**config.mk**
```make
export PLATFORM = sky130hd
export DESIGN_NAME = victim_write_queue
export DESIGN_NICKNAME = d
export VERILOG_FILES = /design/src/rtl/cache_pkg.sv /design/src/rtl/line_fifo.sv /design/src/rtl/victim_write_queue.sv
export SDC_FILE = /design/constraint.sdc
export NUM_CORES = 1
export LEC_CHECK = 0
export CAP_MARGIN = 25
export CORE_MARGIN = 5
export CORE_UTILIZATION = 55
export DETAILED_ROUTE_END_ITERATION = 6
export DONT_BUFFER_PORTS = 1
export PLACE_DENSITY = 0.73
export SYNTH_ARGS = -nofsm -noshare
export SYNTH_HDL_FRONTEND = slang
export SYNTH_SLANG_ARGS = --single-unit
```
**constraint.sdc**
```tcl
create_clock -name clk -period 13.5 [get_ports clk]
set_input_delay 2.025 -clock clk [delete_from_list [all_inputs] [get_ports clk]]
set_output_delay 2.025 -clock clk [all_outputs]
set_load 0.02 [all_outputs]
```
**src/rtl/cache_pkg.sv**
```systemverilog
// rtl/cache_pkg.sv - shared cache constants, victim-queue FSM states and line geometry helper
package cache_pkg;

    typedef enum logic [1:0] {
        VQ_IDLE = 2'd0,
        VQ_AW   = 2'd1,
        VQ_W    = 2'd2,
        VQ_B    = 2'd3
    } vq_state_e;

    localparam logic [2:0] AXI_SIZE_4B    = 3'b010;
    localparam logic [3:0] AXI_WSTRB_FULL = 4'hF;

    // log2 of the number of 32-bit words in a line
    function automatic int offset_log(input int line_size);
        return $clog2(line_size / 4);
    endfunction

endpackage

```
**src/rtl/line_fifo.sv**
```systemverilog
// rtl/line_fifo.sv - circular buffer of {tag, data} with per-entry valid bits exposed for lookup
module line_fifo
    import cache_pkg::*;
#(
    parameter int TAG_W  = 28,
    parameter int DATA_W = 128,
    parameter int DEPTH  = 2
) (
    input  logic                          clk,
    input  logic                          rst,
    input  logic                          i_push,
    input  logic [TAG_W-1:0]              i_tag,
    input  logic [DATA_W-1:0]             i_data,
    input  logic                          i_pop,
    output logic                          o_full,
    output logic [$clog2(DEPTH):0]        o_count,
    output logic [TAG_W-1:0]              o_head_tag,
    output logic [DATA_W-1:0]             o_head_data,
    output logic [DEPTH-1:0]              o_valid,
    output logic [DEPTH-1:0][TAG_W-1:0]   o_tags
);

    localparam int PTR_W = $clog2(DEPTH);

    logic [PTR_W-1:0]              r_head;
    logic [PTR_W-1:0]              r_tail;
    logic [PTR_W:0]                r_count;
    logic [DEPTH-1:0]              r_valid;
    logic [DEPTH-1:0][TAG_W-1:0]   r_tags;
    logic [DATA_W-1:0]             r_data [DEPTH];
    logic                          w_push_ok;
    logic                          w_pop_ok;

    assign o_full      = (r_count == (PTR_W+1)'(DEPTH));
    assign w_push_ok   = i_push && !o_full;
    assign w_pop_ok    = i_pop && (r_count != '0);
    assign o_count     = r_count;
    assign o_head_tag  = r_tags[r_head];
    assign o_head_data = r_data[r_head];
    assign o_valid     = r_valid;
    assign o_tags      = r_tags;

    // head==tail only when full or empty, so push and pop never touch the same valid bit
    always_ff @(posedge clk or negedge rst) begin
        if (!rst) begin
            r_head  <= '0;
            r_tail  <= '0;
            r_count <= '0;
            r_valid <= '0;
        end else begin
            if (w_pop_ok) begin
                r_head          <= r_head + PTR_W'(1);
                r_valid[r_head] <= 1'b0;
            end
            if (w_push_ok) begin
                r_tail          <= r_tail + PTR_W'(1);
                r_valid[r_tail] <= 1'b1;
            end
            case ({w_push_ok, w_pop_ok})
                2'b10:   r_count <= r_count + (PTR_W+1)'(1);
                2'b01:   r_count <= r_count - (PTR_W+1)'(1);
                default: r_count <= r_count;
            endcase
        end
    end

    always_ff @(posedge clk) begin
        if (w_push_ok) begin
            r_tags[r_tail] <= i_tag;
            r_data[r_tail] <= i_data;
        end
    end

    always @(posedge clk) begin
        if (rst) begin
            assert (!(i_push && o_full))
                else $warning("line_fifo: push while full dropped");
        end
    end

endmodule

```
**src/rtl/victim_write_queue.sv**
```systemverilog
// rtl/victim_write_queue.sv - dirty-victim write-back queue draining one AXI burst per line
module victim_write_queue
    import cache_pkg::*;
#(
    parameter int LINE_SIZE = 16,
    parameter int DEPTH     = 2
) (
    input  logic                   clk,
    input  logic                   rst,
    input  logic                   push_en,
    input  logic [31:0]            push_addr,
    input  logic [LINE_SIZE*8-1:0] push_data,
    output logic                   full,
    output logic                   empty,
    input  logic [31:0]            query_addr,
    output logic                   query_hit,
    output logic [31:0]            axi_awaddr,
    output logic [3:0]             axi_awlen,
    output logic [2:0]             axi_awsize,
    output logic                   axi_awvalid,
    input  logic                   axi_awready,
    output logic [31:0]            axi_wdata,
    output logic [3:0]             axi_wstrb,
    output logic                   axi_wlast,
    output logic                   axi_wvalid,
    input  logic                   axi_wready,
    input  logic                   axi_bvalid,
    output logic                   axi_bready
);

    localparam int OFFSET_LOG = offset_log(LINE_SIZE);
    localparam int BEATS      = LINE_SIZE / 4;
    localparam int TAG_W      = 30 - OFFSET_LOG;
    localparam int BEAT_W     = (OFFSET_LOG > 0) ? OFFSET_LOG : 1;
    localparam int DATA_W     = LINE_SIZE * 8;

    vq_state_e                   r_state;
    vq_state_e                   w_state_nxt;
    logic [BEAT_W-1:0]           r_beat;
    logic [BEAT_W-1:0]           w_beat_nxt;
    logic                        w_pop;
    logic                        w_last_beat;
    logic                        w_full;
    logic [$clog2(DEPTH):0]      w_count;
    logic [TAG_W-1:0]            w_head_tag;
    logic [DATA_W-1:0]           w_head_data;
    logic [DEPTH-1:0]            w_valid;
    logic [DEPTH-1:0][TAG_W-1:0] w_tags;
    logic                        w_hit;

    line_fifo #(
        .TAG_W  (TAG_W),
        .DATA_W (DATA_W),
        .DEPTH  (DEPTH)
    ) u_fifo (
        .clk         (clk),
        .rst         (rst),
        .i_push      (push_en),
        .i_tag       (push_addr[31:2+OFFSET_LOG]),
        .i_data      (push_data),
        .i_pop       (w_pop),
        .o_full      (w_full),
        .o_count     (w_count),
        .o_head_tag  (w_head_tag),
        .o_head_data (w_head_data),
        .o_valid     (w_valid),
        .o_tags      (w_tags)
    );

    assign w_last_beat = (r_beat == BEAT_W'(BEATS - 1));

    always_ff @(posedge clk or negedge rst) begin
        if (!rst) begin
            r_state <= VQ_IDLE;
            r_beat  <= '0;
        end else begin
            r_state <= w_state_nxt;
            r_beat  <= w_beat_nxt;
        end
    end

    always_comb begin
        w_state_nxt = r_state;
        w_beat_nxt  = r_beat;
        w_pop       = 1'b0;
        case (r_state)
            VQ_IDLE: if (w_count != '0) w_state_nxt = VQ_AW;
            VQ_AW: begin
                if (axi_awready) begin
                    w_state_nxt = VQ_W;
                    w_beat_nxt  = '0;
                end
            end
            VQ_W: begin
                if (axi_wready) begin
                    w_beat_nxt = w_last_beat ? '0 : r_beat + BEAT_W'(1);
                    if (w_last_beat) w_state_nxt = VQ_B;
                end
            end
            VQ_B: begin
                if (axi_bvalid) begin
                    w_pop       = 1'b1;
                    w_state_nxt = VQ_IDLE;
                end
            end
            default: w_state_nxt = VQ_IDLE;
        endcase
    end

    // head entry stays valid through its burst, so in-flight lines still block refills
    always_comb begin
        w_hit = 1'b0;
        for (int i = 0; i < DEPTH; i++) begin
            if (w_valid[i] && (w_tags[i] == query_addr[31:2+OFFSET_LOG])) w_hit = 1'b1;
        end
    end

    assign full        = w_full;
    assign empty       = (w_count == '0) && (r_state == VQ_IDLE);
    assign query_hit   = w_hit;
    assign axi_awaddr  = {w_head_tag, (OFFSET_LOG+2)'(0)};
    assign axi_awlen   = 4'(BEATS - 1);
    assign axi_awsize  = AXI_SIZE_4B;
    assign axi_awvalid = (r_state == VQ_AW);
    assign axi_wdata   = w_head_data[32*r_beat +: 32];
    assign axi_wstrb   = AXI_WSTRB_FULL;
    assign axi_wlast   = (r_state == VQ_W) && w_last_beat;
    assign axi_wvalid  = (r_state == VQ_W);
    assign axi_bready  = (r_state == VQ_B);

endmodule

```
Yosys cells after proc, flatten, opt, wreduce, memory -nomap -nowiden
Memories as Yosys holds them, arrays and structs flattened.
Cells that the tools add are included.
Storage, ports and cells
  bits in registers: 66
  latch bits: 0
  RAM bits: 256
  bits in read-only memories: 0
  bits of input ports: 198
  output and inout port bits: 82
  memories kept: 1
Cells by class
  add/subtract/negate cells: 5
  multipliers: 0
  div/mod/pow operators: 0
  order comparisons: 4
  eq/ne operators: 14
  shifts and indexed selects: 1
  mux-type cells: 28
  bitwise operators: 3
  reductions and logical operators: 16
Memories
  u_fifo.r_data: depth 2, width 128, rd ports 1, clocked after Yosys merged registers in 0, wr ports 1, line line_fifo.sv:30  | logic [DATA_W-1:0] r_data [DEPTH];
Operators with widths (number)
  128-bit by 8-bit variable part select with 32-bit output: 1
  28-bit 2-to-1 mux: 3
  56-bit bitwise mux: 1
  28-bit == test: 2
  28-bit demux with 1-bit select: 1
  2-bit 2-to-1 mux: 10
  2-bit == test, second input constant: 5
  1-bit logical AND: 8
  1-bit 2-to-1 mux: 8
  2-bit one-hot mux with 2 select lines: 2
  2-bit one-hot mux with 4 select lines: 1
  2-bit by 1-bit != test with 1-bit output, second input constant: 3
  2-bit nonzero test: 3
  5-bit AND reduction: 1
  2-bit by 1-bit adder with 2-bit output, second input constant: 2
  2-bit by 1-bit == test with 1-bit output, second input constant: 2
  2-bit logical NOT: 2
  1-bit by 2-bit < comparator with 1-bit output, second input constant: 2
  2-bit != test, second input constant: 2
  3-bit AND reduction: 1
  1-bit adder, second input constant: 2
  2-bit AND: 1
  1-bit demux with 1-bit select: 2
  1-bit >= comparator, second input constant: 2
  4 further kinds: 4

Longest topological paths before layout
  depth after elaboration: 9
  gate-level depth with buffers: 7
  mapped depth without buffers: 7

By module
From an unflattened synthesis, not the netlist that was laid out.
Unflattened totals
  cell total of the unflattened synthesis: 672
  area total of the unflattened synthesis: 13759.4 um2
By module, submodules not included
  line_fifo: instances 1, cells an instance 511, area an instance 11976.5 um2, seq. area each 9519.1 um2
  victim_write_queue: instances 1, cells an instance 161, area an instance 1783.0 um2, seq. area each 100.1 um2

Worst setup path before layout
No wires, ideal clock.
  kind: in2reg
  start point: input port push_en
  end point: register u_fifo.r_tags (netlist bit u_fifo.o_tags[0]) (enable)
  arrival: 8605 ps
  data required time: 12826 ps
  slack: 4221 ps
  cell stages on the path: 2
  path buffers: 0
  path through: nand2_1 -> nor2_1
On the way
  word-level cells in the longest chain between the ends: 1
RTL lines
  start: declaration: line victim_write_queue.sv:10  | input logic push_en,
  1-bit logical AND: line line_fifo.sv:35  | assign w_push_ok = i_push && !o_full;
  end signal: indexed assignment: line line_fifo.sv:69  | r_tags[r_tail] <= i_tag;
  end: declaration: line line_fifo.sv:29  | logic [DEPTH-1:0][TAG_W-1:0] r_tags;
Every way passes these cells.
A chain may end at the register's enable or synchronous reset.

Worst setup path in the final report
  start point: input port query_addr[5]
  end point: output port query_hit
On the way
  word-level cells in the longest chain between the ends: 4
  elaborated cells on any way between the ends: 6
RTL lines
  start: declaration: line victim_write_queue.sv:15  | input logic [31:0] query_addr,
  28-bit == test: line victim_write_queue.sv:114  | if (w_valid[i] && (w_tags[i] == query_addr[31:2+OFFSET_LOG])) w_hit = 1'b1;
  1-bit logical AND: line victim_write_queue.sv:114
  1-bit 2-to-1 mux: line victim_write_queue.sv:114
  1-bit 2-to-1 mux *: line victim_write_queue.sv:114
  end: declaration: line victim_write_queue.sv:16  | output logic query_hit,
Mark *: on every way between the ends. The rest lies on a longest branch, timed or not.

==> metrics.log <==
[metrics] result of the run: completed
[metrics] fmax: 185 MHz
[metrics] Placement Setup Slack: 8.07 ns
[metrics] Clock Latency Late Sink: 0.54 ns
[metrics] element type at the critical path end: output port
[metrics] met3 global-route usage: 8.86%
[metrics] cells resized by post-CTS repair: 0
[metrics] commonest register cell after synthesis: edfxtp_1
[metrics] terminus of the critical flop-to-flop path: u_fifo.o_tags[26]
[metrics] top cell type's share of synthesized area: 72.4%
[metrics] Relative slew margins: 32.2%
[metrics] Buffers on Ports: 0
[metrics] # hold bufs at CTS: 0
[metrics] Syn. warnings: 0
[metrics] ratio of final minimum period to clock period: 40.0%
[metrics] number of global-route vias before repair: 6426
[metrics] Mapped Area: 12900 µm²
[metrics] number of antenna violations at the first check in global routing: 0
[metrics] total routing resource utilization after global routing: 18.4%
[metrics] most frequent cell after synthesis: edfxtp_1
[metrics] Final Max Tran Viols: 0
[metrics] post-DP HPWL: 16.7 mm
[metrics] GRT Residual Overflow: 0
[metrics] number of primary I/O pins: 280
[metrics] top post-synthesis cells by area: edfxtp_1 (72%), mux4_2 (11%), nand2_1 (2.9%), mux2_2 (2.5%), xor2_1 (2.1%)
[metrics] TritonCTS clock tree: yes
[metrics] Worst Min Path Start: u_fifo.o_valid[1]
[metrics] number of DRC markers in iteration 0: 340
[metrics] Clk Tree Root Cell: clkbuf_16
[metrics] die area: 26700 µm²
[metrics] most numerous cell types in the synthesized netlist: edfxtp_1 (312), nand2_1 (101), mux4_2 (64)
[metrics] antenna cells: 0
[metrics] Post-Synthesis Cells: 674
[metrics] clock sink count: 322
[metrics] P&R area growth vs syn: 9.60%
[metrics] GR met1 Demand/Resource: 21.4%
[metrics] Via density: 5.65
[metrics] net count of the finished layout: 894
[metrics] EDFF count, synth: 312
[metrics] post-DR wirelength/cell: 24.1 µm
[metrics] shortest period the worst path allows: 5.40 ns
[metrics] count of maximum capacitance violations: 0
[metrics] final routed wirelength across all metal layers: 24.8 mm
[metrics] final hold violations: 0
[metrics] highest fanout seen on the critical path: 2
[metrics] internal reg-to-reg setup slack: 11.00 ns
[metrics] layer carrying the most global-route usage: met2
[metrics] post-route clock skew: 0.0121 ns
[metrics] clock buffer count from CTS: 31
[metrics] crit path launch: query_addr[5]
[metrics] power per cell area: 222 nW/µm²
[metrics] signal arrival time at the worst endpoint: 3.38 ns
[metrics] worst min path class: reg -> reg
[metrics] number of different library cells in the post-synthesis netlist: 33
[metrics] met2 layer usage reported by global route: 31.3%
[metrics] worst hold path stage count: 1
[metrics] per-instance average area after synthesis: 19.2 µm²
[metrics] via count: 5819
[metrics] Seq/Total Area, Yosys: 74.3%
[metrics] initial core utilization: 55.5%
[metrics] height of the die: 163 µm
[metrics] number of storage elements in the synthesis netlist: 322
[metrics] length of the first detailed-routing pass in iterations: 5
[metrics] number of buffers between clock root and the deepest sink: 3
[metrics] type of the setup path with the least slack: in -> out
[metrics] worst min-delay path endpoint: u_fifo.o_valid[1]
[metrics] horizontal die dimension: 163 µm
[metrics] Worst R2R Path Depth: 5
[metrics] Worst VDD drop: 0.130 mV
[metrics] unrepaired setup endpoints after global routing: false
[metrics] number of buffers added for setup after CTS: 0
[metrics] core footprint: 23300 µm²
[metrics] htree depth: 1
[metrics] number of cell rows: 56
[metrics] layout cells sized above 1: 21.4%
[metrics] total DRC errors in the routed layout: 0
[metrics] Final setup violation count: 0
[metrics] Lkg Pwr: 0.00471 µW
[metrics] required time worst endpoint: 11.48 ns
[metrics] first-pass GRT wire length: 37.4 mm
[metrics] Setup TNS: 0 ns
[metrics] Final WS setup: 8.10 ns
[metrics] total power consumption of the routed design: 3150 µW
[metrics] Worst R2R Start: u_fifo.o_count[0]
[metrics] global placement routability congestion: 0.829
[metrics] transition time at the pin with the least slew margin: 1.02 ns
[metrics] fraction of registers with async set or reset after synthesis: 3.11%
[metrics] Worst setup SP type: input port
[metrics] largest net degree at the start of global routing: 70
[metrics] post-route antenna net violation count: 0
[metrics] cell type contributing the most total cell area after synthesis: edfxtp_1
[metrics] Reg clk slew, reported paths: 0.06 ns
## logic make-up after synthesis
family          count (synthesis)  synth area share (%)
other cells                     2                0.0580
simple gates                  130                  4.24
compound gates                 12                 0.590
mux                            94                  13.7
flops                         322                  74.3
fa+ha+maj                       6                 0.580
xor+xnor                       61                  4.13
buf+inv                        47                  2.37
## worst max-delay path, stage by stage
cell,delay (ns)
xnor2_1,0.24
nand4_1,0.12
or4_1,0.53
o22ai_1,0.46
## flip-flops by register name (all words and copies together), names as in the netlist
| signal | cells |
|---|---|
| u_fifo.o_tags | 56 |
| u_fifo.o_valid | 2 |
| u_fifo.o_count | 2 |
| u_fifo.r_tail | 1 |
| r_beat | 2 |
| u_fifo.r_head | 1 |
| r_state | 2 |
| u_fifo.r_data | 256 |
## report_power, final
group	total, µW	switching (µW)	internal, µW	leakage, µW
sequential	1460	89.9	1370	0.00301
combinational	874	542	331	0.00122
clock	819	334	485	0.000478
total	3150	967	2190	0.00471
## final cells by class
type                       count  area [µm²]
clock buffer                  43         871
clock inverter                11         111
fill                        1668        9140
inverter                       7        26.3
multi-input combinational    318        3080
sequential                   322        9620
tap                          319         399
timing repair buffer          10        75.1
## cell usage in the layout (no fill, tap or decap), types with 3 or more instances in the layout
cell         n
inv_1        7
nand4_1      8
nor4_1       6
clkbuf_1     7
conb_1      15
ha_1         6
mux4_2      64
dfrtp_1      8
clkbuf_16   31
xnor2_1     30
nor2_1       3
edfxtp_1   312
clkinv_2     4
o21ai_0      6
buf_4       10
mux2_2      29
xor2_1      31
clkbuf_8     5
nand2_1    101
## per-stage QoR
stage	cell area [µm²]	hold slack, ns	cells	utilization, %
4_1_cts	14200	0.516	1030	60.8
3_5_place_dp	13200	0.502	976	56.6
6_report	14200	0.500	1030	60.8
5_1_grt	14200	0.533	1030	60.8
3_3_place_gp	13200	0.498	976	56.6
2_1_floorplan	13000	0.450	687	-
## worst max path at each step
stage	to	slack (ns)
floorplan	u_fifo.o_tags[0]	4.22
global placement	query_hit	8.03
detailed placement	query_hit	8.07
CTS	query_hit	8.06
global route	query_hit	8.04
finish	query_hit	8.10
## layer usage
metal	up-vias	wire length [µm]
li1	2617	-
met1	2937	8700
met2	240	12600
met3	25	3160
met4	0	364
met5	-	0
(Power assumes the default switching activity.)
